[config.mk]
export PLATFORM = sky130hd
export DESIGN_NAME = uart_tx_fifo_top
export DESIGN_NICKNAME = d
export VERILOG_FILES = /design/src/rtl/uart_tx_fifo_top.sv
export SDC_FILE = /design/constraint.sdc
export NUM_CORES = 1
export LEC_CHECK = 0
export CAP_MARGIN = 20
export CORE_MARGIN = 4
export CORE_UTILIZATION = 54
export CTS_CLUSTER_SIZE = 20
export DETAILED_ROUTE_END_ITERATION = 6
export PLACE_DENSITY = 0.81
export SETUP_SLACK_MARGIN = 0.05
export SYNTH_ARGS = -nofsm -noshare
export SYNTH_HDL_FRONTEND = slang
export SYNTH_SLANG_ARGS = --single-unit
[constraint.sdc]
create_clock -name clk -period 5.3 [get_ports clk]
set_clock_uncertainty 0.05 [all_clocks]
set_input_delay 0.53 -clock clk [delete_from_list [all_inputs] [get_ports clk]]
set_output_delay 0.53 -clock clk [all_outputs]
set_load 0.01 [all_outputs]
[src/rtl/uart_tx_fifo_top.sv]
`default_nettype none
// +--------------------------------------------------------------------------+
// | uart_tx_fifo_top: baud generator + TX FIFO + framing FSM, LSB-first out.  |
// | Optional parity bit when UART_TX_PARITY_EN is defined.   Rev 1.0          |
// +--------------------------------------------------------------------------+
module uart_tx_fifo_top #(
  parameter int CLK_HZ     = 50_000_000,
  parameter int BAUD       = 9600,
  parameter int DATA_W     = 8,
  parameter int FIFO_DEPTH = 16,
  parameter int STOP_BITS  = 1,
  parameter int PARITY_ODD = 0
) (
  input  logic              clk,
  input  logic              rst,
  input  logic [DATA_W-1:0] tx_data,
  input  logic              tx_int,
  output logic              tx_full,
  output logic              tx_empty,
  output logic              tx_ovf,
  output logic              tx_busy,
  output logic              rs232_tx,
  output logic              tx_end
);

  localparam int DIV   = CLK_HZ / BAUD;
  localparam int CNT_W = (DIV > 1) ? $clog2(DIV) : 1;
  localparam int PTR_W = $clog2(FIFO_DEPTH);
  localparam int IDX_W = $clog2(DATA_W);

  localparam logic [CNT_W-1:0] C_TICK_AT   = CNT_W'(DIV - 1);
  localparam logic [CNT_W-1:0] C_END_AT    = CNT_W'(DIV - 2);
  localparam logic [IDX_W-1:0] C_LAST_IDX  = IDX_W'(DATA_W - 1);
  localparam logic             C_LAST_STOP = 1'(STOP_BITS - 1);
  localparam logic [PTR_W:0]   C_FULL_CNT  = (PTR_W + 1)'(FIFO_DEPTH);

  typedef enum logic [2:0] {
    S_IDLE   = 3'd0,
    S_START  = 3'd1,
    S_DATA   = 3'd2,
`ifdef UART_TX_PARITY_EN
    S_PARITY = 3'd3,
`endif
    S_STOP   = 3'd4
  } state_t;

  logic [DATA_W-1:0] r_mem [FIFO_DEPTH];
  logic [PTR_W-1:0]  r_wr_ptr, r_rd_ptr;
  logic [PTR_W:0]    r_count;
  logic              r_ovf;
  logic              w_push, w_pop, w_full, w_empty;
  logic [DATA_W-1:0] w_head;

  state_t            r_state, w_state_n;
  logic [CNT_W-1:0]  r_cnt;
  logic              w_tick;
  logic [DATA_W-1:0] r_shift, w_shift_n;
  logic [IDX_W-1:0]  r_idx, w_idx_n;
  logic              r_stop_idx, w_stop_idx_n;
  logic              r_line, w_line_n;
  logic              r_end, w_end_n;

  // ---------------------------------------------------------------- FIFO
  assign w_full  = (r_count == C_FULL_CNT);
  assign w_empty = (r_count == '0);
  assign w_push  = tx_int && !w_full;
  assign w_head  = r_mem[r_rd_ptr];

  always_ff @(posedge clk) begin
    if (w_push) r_mem[r_wr_ptr] <= tx_data;
  end

  always_ff @(posedge clk or posedge rst) begin
    if (rst) begin
      r_wr_ptr <= '0;
      r_rd_ptr <= '0;
      r_count  <= '0;
      r_ovf    <= 1'b0;
    end else begin
      // a write into a full FIFO is dropped even if a pop frees a slot this cycle
      r_ovf <= tx_int && w_full;
      if (w_push) r_wr_ptr <= r_wr_ptr + 1'b1;
      if (w_pop)  r_rd_ptr <= r_rd_ptr + 1'b1;
      case ({w_push, w_pop})
        2'b10:   r_count <= r_count + 1'b1;
        2'b01:   r_count <= r_count - 1'b1;
        default: r_count <= r_count;
      endcase
    end
  end

  // ---------------------------------------------------------------- parity
`ifdef UART_TX_PARITY_EN
  logic r_par;

  always_ff @(posedge clk or posedge rst) begin
    if (rst)        r_par <= 1'b0;
    else if (w_pop) r_par <= (^w_head) ^ (PARITY_ODD != 0);
  end
`else
  logic w_unused_cfg;
  assign w_unused_cfg = (PARITY_ODD != 0);
`endif

  // ---------------------------------------------------------------- framing FSM
  assign w_tick = (r_state != S_IDLE) && (r_cnt == C_TICK_AT);

  always_ff @(posedge clk or posedge rst) begin
    if (rst) begin
      r_state    <= S_IDLE;
      r_cnt      <= '0;
      r_shift    <= '0;
      r_idx      <= '0;
      r_stop_idx <= 1'b0;
      r_line     <= 1'b1;
      r_end      <= 1'b0;
    end else begin
      r_state    <= w_state_n;
      r_shift    <= w_shift_n;
      r_idx      <= w_idx_n;
      r_stop_idx <= w_stop_idx_n;
      r_line     <= w_line_n;
      r_end      <= w_end_n;
      // every pop enters START, so the start bit always gets a full DIV cycles
      if (w_state_n == S_IDLE || w_tick || w_pop) r_cnt <= '0;
      else                                        r_cnt <= r_cnt + 1'b1;
    end
  end

  always_comb begin
    w_state_n    = r_state;
    w_pop        = 1'b0;
    w_shift_n    = r_shift;
    w_idx_n      = r_idx;
    w_stop_idx_n = r_stop_idx;
    w_end_n      = 1'b0;
    w_line_n     = 1'b1;
    case (r_state)
      S_IDLE: begin
        if (!w_empty) begin
          w_pop     = 1'b1;
          w_shift_n = w_head;
          w_state_n = S_START;
        end
      end
      S_START: begin
        if (w_tick) begin
          w_state_n = S_DATA;
          w_idx_n   = '0;
        end
      end
      S_DATA: begin
        if (w_tick) begin
          w_shift_n = r_shift >> 1;
          w_idx_n   = r_idx + 1'b1;
          if (r_idx == C_LAST_IDX) begin
`ifdef UART_TX_PARITY_EN
            w_state_n = S_PARITY;
`else
            w_state_n    = S_STOP;
            w_stop_idx_n = 1'b0;
`endif
          end
        end
      end
`ifdef UART_TX_PARITY_EN
      S_PARITY: begin
        if (w_tick) begin
          w_state_n    = S_STOP;
          w_stop_idx_n = 1'b0;
        end
      end
`endif
      S_STOP: begin
        if (w_tick) begin
          if (r_stop_idx == C_LAST_STOP) begin
            if (!w_empty) begin
              w_pop     = 1'b1;
              w_shift_n = w_head;
              w_state_n = S_START;
            end else begin
              w_state_n = S_IDLE;
            end
          end else begin
            w_stop_idx_n = 1'b1;
          end
        end else if (r_stop_idx == C_LAST_STOP && r_cnt == C_END_AT) begin
          // registered one cycle early so the pulse covers the final stop cycle
          w_end_n = 1'b1;
        end
      end
      default: w_state_n = S_IDLE;
    endcase

    case (w_state_n)
      S_START:  w_line_n = 1'b0;
      S_DATA:   w_line_n = w_shift_n[0];
`ifdef UART_TX_PARITY_EN
      S_PARITY: w_line_n = r_par;
`endif
      default:  w_line_n = 1'b1;
    endcase
  end

  assign tx_full  = w_full;
  assign tx_empty = w_empty;
  assign tx_ovf   = r_ovf;
  assign tx_busy  = (r_state != S_IDLE);
  assign rs232_tx = r_line;
  assign tx_end   = r_end;

endmodule
`default_nettype wire

==> key figures, run 1 <==
Floorplan
  – Initial Utilization: 0.563
  – IO Count: 17
  – Area of the core: 12800 µm²
  – Cell row count: 41
  – Die area: 15300 µm²
  – Die Y: 124 µm
  – Die X: 124 µm

Worst setup path
  – Worst path arrival time: 4020 ps
  – R2r setup slk: 1570 ps
  – Reg2reg start: r_cnt[9]$_DFF_PP0_
  – Critical path fanouts, max: 9
  – Setup CP Type: flip-flop to flip-flop
  – R2R cell count: 12
  – CP endpoint kind: flip-flop
  – Setup crit start kind: flip-flop
  – Req. time, crit path: 5600 ps
  – R2R Path End: r_count[4]$_DFFE_PP0P_

Cells and area
  – Post-layout util: 0.634
  – Nets: 498
  – Layout cells sized above 1: 0.156
  – Antenna cells: 0
  – Layout area overhead: 12.6%

Synthesis
  – Avg Synthesized Cell Area: 15.8 µm²
  – Seq/Total Area, Yosys: 0.682
  – Syn_nets: 480
  – Post-synth EDFFs: 128
  – Prevailing post-synth register cell: edfxtp_1
  – Mapped Area: 7220 µm²
  – Ys async rst share: 0.251
  – Post-Synthesis Cells: 457
  – Unique cell type count in the Yosys netlist: 49
  – FF+latch count, synth: 171
  – Ys Warns: 0

Power and ir drop
  – Cell area power density: 446 nW/µm²
  – Psw: 0.991 mW
  – Leakage: 2.87 nW
  – Peak supply drop: 0.310 mV
  – Clock power share: 0.342
  – Combinational power share: 0.168
  – Sequential power share: 0.490
  – Internal power: 2.64 mW
  – Switching share of total power: 0.273

GRT
  – Grt ovf: 0
  – Vias in the first global route: 4030
  – Largest net degree at the start of global routing: 44
  – Global-route wire length before repair: 21800 µm
  – Initial antenna violation count: 0
  – GRT Total Usage: 0.197

Timing
  – Final Max Slew Viols: 0
  – Rel. slew slack: 0.331
  – Period utilization: 0.703
  – Final hold viol count: 0
  – RSZ-0062 raised after global routing: false
  – # setup viols final: 0
  – Worst-margin pin slew: 999 ps
  – Final Critical Period: 3730 ps
  – Peak Freq: 0.268 GHz
  – Total Neg Setup Slack: 0 ps
  – Min Hold Slack: 445 ps

Route
  – Via count: 3915
  – Antenna viol nets, final: 0
  – Initial DRT Pass Iterations: 5
  – DR iter-0 viols: 312
  – WL/cell: 20.4 µm
  – Final WL: 13500 µm
  – DRC viols: 0
  – Vias per cell: 5.93

Hold path
  – Path type of the worst min-delay path: flip-flop to flip-flop
  – Hold worst-path end: r_cnt[0]$_DFF_PP0_
  – Hold path cells: 1
  – Startpoint of the worst hold path: r_cnt[0]$_DFF_PP0_

CTS
  – CTS Buf Count: 17
  – Reg clk slew, reported paths: 60 ps
  – # Post-CTS Setup Buffers: 0
  – Cts repair resizes: 0
  – TritonCTS Sinks: 171
  – Root Buffer: clkbuf_16
  – CTS tree: done
  – Hold-fix buffers, CTS: 0
  – Clk_lat worst skew: 420 ps
  – Clock Path Buffers: 2
  – H-Tree Depth: 4

Run status
  – Outcome: finished, final reports clean

Placement
  – Detailed-placement wirelength estimate: 8550 µm
  – Port Buffers: 16
  – RD Place Congestion: 0.764

Run
  – Max-cap viol count: 0
power groups by stage:
| stage | logic [mW] | registers [mW] | clock network, mW |
|---|---|---|---|
| 6_report | 0.608 | 1.78 | 1.24 |
| 5_1_grt | 0.666 | 1.80 | 1.32 |
| 4_1_cts | 0.616 | 1.78 | 1.26 |
| 3_5_place_dp | 0.612 | 1.80 | 0 |
| 3_3_place_gp | 0.590 | 1.79 | 0 |
| 2_1_floorplan | 0.514 | 1.72 | 0 |
area by class of cell:
class | instances | area [µm²]
fillers | 903 | 4700
multi-input cells | 251 | 2150
flip-flops and latches | 171 | 4920
repair buffers | 21 | 198
well taps | 172 | 215
clock buffers | 21 | 460
clock inverters | 11 | 133
inverters | 13 | 48.8
flip-flops by register name (all words and copies together) (netlist names):
name / flops
r_mem: 128
r_cnt: 13
r_shift: 8
r_count: 5
r_rd_ptr: 4
r_wr_ptr: 4
r_idx: 3
r_state: 3
rs232_tx: 1
tx_end: 1
tx_ovf: 1
worst max path at each step:
stage,to,from
after detailed placement,r_count[4]$_DFFE_PP0P_,r_cnt[9]$_DFF_PP0_
after floorplan,r_count[4]$_DFFE_PP0P_,r_cnt[9]$_DFF_PP0_
after CTS,r_count[4]$_DFFE_PP0P_,r_cnt[9]$_DFF_PP0_
final,r_count[4]$_DFFE_PP0P_,r_cnt[9]$_DFF_PP0_
after global routing,r_count[4]$_DFFE_PP0P_,r_cnt[9]$_DFF_PP0_
after global placement,r_count[4]$_DFFE_PP0P_,r_cnt[9]$_DFF_PP0_
logic make-up after synthesis:
| logic type | Yosys count | share of synthesized area |
|---|---|---|
| DFF | 171 | 0.682 |
| and+or+nand+nor | 102 | 0.0756 |
| AOI/OAI and AO/OA | 67 | 0.0650 |
| muxes | 48 | 0.109 |
| buffers and inverters | 35 | 0.0213 |
| xor gates and xnor gates | 22 | 0.0267 |
| adders and majority gates | 12 | 0.0208 |
synth_stat cells (2+ instances only):
library cell,count,share of area
a21oi_1,17,0.012
a211oi_1,5,0.0052
o21ai_0,14,0.0097
nand4_1,4,0.0035
a22oi_1,6,0.0062
nor4_1,2,0.0017
mux2i_1,22,0.031
ha_1,12,0.021
nor2b_1,4,0.0035
mux4_2,24,0.075
and3_1,2,0.0017
a21o_1,2,0.0021
nor4_4,2,0.0059
mux2_2,2,0.0031
nand2_1,27,0.014
edfxtp_1,128,0.53
inv_1,13,0.0068
a221o_1,6,0.0083
buf_4,2,0.0021
nand3_1,6,0.0042
and2_1,2,0.0017
clkbuf_1,13,0.0068
xnor2_1,11,0.013
nand2b_1,4,0.0035
a221oi_1,9,0.011
dfrtp_1,42,0.15
nor3_1,6,0.0042
xor2_1,11,0.013
buf_2,4,0.0028
or3_1,3,0.0026
buf_1,2,0.0010
nor2_1,33,0.017
critical path, stage by stage, from the launching register on:
cell and delay, ps:
dfrtp_1 400, or4b_4 570, nor4_4 530, o211ai_2 280, inv_1 260, ha_1 400
xor2_1 180, ha_1 240, a21o_1 150, nand2_1 60, a21o_1 170, a21oi_1 170
xor2_1 160
metal layers:
metal / wire, µm / track usage / vias to the layer above / share of wire
li1: - / - / 1804 / -
met1: 5630 / 0.252 / 1979 / 0.42
met2: 7030 / 0.334 / 120 / 0.52
met3: 677 / 0.0550 / 12 / 0.050
met4: 128 / 0.0512 / 0 / 0.0095
met5: 0 / 0 / - / 0
placed cells by master (no fill, tap or decap), types with 5 or more instances in the layout:
cell type,netlist,final
buf_4,2,5
inv_1,13,12
dfrtp_1,42,41
nand2_1,27,27
xnor2_1,11,11
clkbuf_16,0,17
a22oi_1,6,6
o21ai_0,14,14
mux4_2,24,24
mux2i_1,22,22
ha_1,12,12
nor2_1,33,33
xor2_1,11,11
a221oi_1,9,9
nand3_1,6,6
a221o_1,6,6
a211oi_1,5,5
clkdlybuf4s50_1,0,16
a21oi_1,17,17
inv_6,0,5
edfxtp_1,128,128
per-stage QoR:
step | setup WS [ps] | total power, mW | area [µm²] | std cells
2_1_floorplan | 2000 | 2.23 | 7220 | 457
3_3_place_gp | 1890 | 2.38 | 7530 | 628
3_5_place_dp | 1610 | 2.41 | 7530 | 628
4_1_cts | 1590 | 3.66 | 8130 | 660
5_1_grt | 1360 | 3.79 | 8130 | 660
6_report | 1570 | 3.63 | 8130 | 660
(Power assumes the default switching activity.)
==> run 2: changes to the inputs <==
==> constraint.sdc (replaced) <==
create_clock -name clk -period 3.7 [get_ports clk]
set_clock_uncertainty 0.05 [all_clocks]
set_input_delay 0.37 -clock clk [delete_from_list [all_inputs] [get_ports clk]]
set_output_delay 0.37 -clock clk [all_outputs]
set_load 0.01 [all_outputs]
==> run 2 against run 1 <==
  * Sequential share of layout area about the same
  * Utilization about the same
  * First-iteration DRC count up 2.9%
  * Wire length about the same
  * Sequential power up 42%
  * Via count up 0.72%
  * Critical path type unchanged
  * Critical endpoint unchanged
  * Largest cell class unchanged
==> key figures, run 2 (same netlist as run 1, synthesis figures left out) <==
Route
  – Final WL: 13500 µm (about the same)
  – Vias per cell: 5.92 (-0.19%)
  – Antenna viol nets, final: 0 (unchanged)
  – WL/cell: 20.2 µm (-0.82%)
  – Via count: 3943 (+0.72%)
  – DRC viols: 0 (unchanged)
  – DR iter-0 viols: 321 (+2.9%)
  – Initial DRT Pass Iterations: 6 (+1)

Worst setup path
  – Critical path fanouts, max: 9 (unchanged)
  – Critical path origin: r_cnt[9]$_DFF_PP0_
  – Setup crit start kind: flip-flop
  – Req. time, crit path: 3990 ps (-1610 ps)
  – Crit-path cells: or4b_4 > nor4_4 > o211ai_2 > inv_1 > ha_1 > xor2_1 > ha_1 > a21o_1 > nand2_1 > a21o_1 > a21oi_1 > xor2_1
  – CP max stage cell: or4b_4
  – CP endpoint kind: flip-flop
  – Largest stage delay, worst path: 580 ps (about the same)
  – Reg2reg start: r_cnt[9]$_DFF_PP0_
  – Worst path arrival time: 3680 ps (-340 ps)
  – Setup CP Type: flip-flop to flip-flop

CTS
  – CTS Buf Count: 17 (unchanged)
  – Hold-fix buffers, CTS: 0 (unchanged)
  – Clock Path Buffers: 2 (unchanged)
  – Root Buffer: clkbuf_16
  – CTS tree: done
  – # Post-CTS Setup Buffers: 0 (unchanged)
  – Reg clk slew, reported paths: 60 ps (about the same)
  – H-Tree Depth: 4 (unchanged)
  – TritonCTS Sinks: 171 (unchanged)
  – Clk_lat worst skew: 420 ps (about the same)
  – Cts repair resizes: 0 (unchanged)

Cells and area
  – Flip-flop count of the largest register after layout: 128 (unchanged)
  – Most common cell after layout, fill and taps aside: edfxtp_1
  – Top reg by flops: r_mem
  – Multi-input combinational cell area: 2140 µm² (-0.47%)
  – Most frequent cells in the layout: 128 x edfxtp_1, 41 x dfrtp_1, 33 x nor2_1
  – Post-layout util: 0.634 (about the same)
  – Layout cells sized above 1: 0.160 (+0.00418)
  – Register Area: 4920 µm² (unchanged)
  – Post-route insts no fill: 666 (+0.91%)
  – Layout area overhead: 12.7% (about the same)
  – Antenna cells: 0 (unchanged)
  – Post-route cell area: 8130 µm² (about the same)
  – Nets: 504 (+1.2%)
  – Largest regs: r_mem: 128 flops, r_cnt: 13 flops, r_shift: 8 flops
  – Fillers: 914 (+1.2%)

Timing
  – Min Hold Slack: 177 ps (-269 ps)
  – Rel. slew slack: 0.348 (+0.0170)
  – Final hold viol count: 0 (unchanged)
  – Peak Freq: 0.295 GHz (+10%)
  – Setup ws final: 315 ps (-1260 ps)
  – Final Max Slew Viols: 0 (unchanged)
  – RSZ-0062 raised after global routing: false
  – # setup viols final: 0 (unchanged)
  – Worst-margin pin slew: 974 ps (-25.3 ps)
  – Total Neg Setup Slack: 0 ps (unchanged)
  – Period utilization: 0.915 (+0.212)
  – Final Critical Period: 3380 ps (-342 ps)

Power and ir drop
  – Combinational power share: 0.178 (+0.010)
  – Sequential power share: 0.498 (+0.008)
  – Leakage: 2.89 nW (+0.70%)
  – Cell area power density: 626 nW/µm² (+40%)
  – Switching share of total power: 0.277 (+0.00375)
  – Psw: 1.41 mW (+42%)
  – Post-layout power: 5.09 mW (+40%)
  – Clock power share: 0.325 (-0.017)
  – Internal power: 3.68 mW (+40%)
  – Peak supply drop: 0.398 mV (+28%)

Floorplan
  – Die X: 124 µm (unchanged)
  – Initial Utilization: 0.563 (unchanged)
  – Cell row count: 41 (unchanged)
  – IO Count: 17 (unchanged)
  – Die area: 15300 µm² (unchanged)
  – Area of the core: 12800 µm² (unchanged)
  – Die Y: 124 µm (unchanged)

Placement
  – Placed cells: 634 (+0.96%)
  – DP Worst Slack: 347 ps (-1270 ps)
  – Port Buffers: 16 (unchanged)
  – RD Place Congestion: 0.825 (+8.0%)
  – Detailed-placement wirelength estimate: 8810 µm (+3.0%)
  – Area post-placement: 7580 µm² (+0.63%)

GRT
  – Grt ovf: 0 (unchanged)
  – Largest net degree at the start of global routing: 38 (-14%)
  – Initial antenna violation count: 0 (unchanged)
  – GRT Total Usage: 0.196 (-0.000463)
  – Vias in the first global route: 4036 (+0.15%)
  – Global-route wire length before repair: 21900 µm (+0.44%)

Hold path
  – Path type of the worst min-delay path: primary input to asynchronous set/reset pin

Run status
  – Outcome: finished, final reports clean

Run
  – Max-cap viol count: 0 (unchanged)
==> run 2: cell types whose count changed in the layout (fill, tap and decap cells not counted), sizes merged <==
cell / before / now
clkbuf: 21 / 19
buf: 5 / 11
inv: 18 / 17
bufinv: 2 / 1
clkinvlp: 1 / 0
clkinv: 3 / 8
==> run 2: layer usage <==
metal,GRT usage,part of all wire,vias up
met3,0.0490,0.042,21
met1,0.249,0.42,2015
li1,-,-,1807
met5,0,0,-
met2,0.335,0.52,100
met4,0.0616,0.014,0
==> run 2: cell type report <==
class / count / share of cell area
inverters: 13 / 0.00600
flip-flops and latches: 171 / 0.605
repair buffers: 27 / 0.0314
well taps: 172 / 0.0265
clock inverters: 13 / 0.0143
clock buffers: 19 / 0.0532
multi-input cells: 251 / 0.263
==> run 2: path summary, 6_finish.rpt <==
path                                                 to  slack (ps)  cells after the start
worst max-delay path             r_count[4]$_DFFE_PP0P_         320                     12
worst min register to register       r_cnt[0]$_DFF_PP0_         430                      1
worst min-delay path               r_idx[0]$_DFFE_PP0P_         180                      2
min in group clk                     r_cnt[0]$_DFF_PP0_         430                      1
max in group asynchronous       r_rd_ptr[0]$_DFFE_PP0P_        2690                      3
worst max register to register   r_count[4]$_DFFE_PP0P_         320                     12
==> run 2: critical path: cells and delay by family (launching register included) <==
kind | cells | cell delay [ps]
buffers and inverters | 1 | 240
XOR/XNOR | 2 | 350
AND/OR/NAND/NOR | 3 | 940
flip-flops | 1 | 410
adder cells (fa/ha/maj) | 2 | 640
AO/OA/AOI/OAI | 4 | 690
==> run 2: power groups by stage <==
stage	registers, mW	clock network, mW	logic (mW)
after floorplan	2.46	0	0.736
after global placement	2.54	0	0.870
after detailed placement	2.56	0	0.910
after CTS	2.53	1.68	0.918
after global routing	2.56	1.77	0.993
final	2.53	1.65	0.905
==> run 3: changes to the inputs <==
--- a/config.mk
+++ b/config.mk
@@ -8,7 +8,6 @@
 export CAP_MARGIN = 20
 export CORE_MARGIN = 4
 export CORE_UTILIZATION = 54
-export CTS_CLUSTER_SIZE = 20
 export DETAILED_ROUTE_END_ITERATION = 6
 export PLACE_DENSITY = 0.81
 export SETUP_SLACK_MARGIN = 0.05
==> results of run 3 <==
Final layout, timing and power as in run 2 (identical DEF).
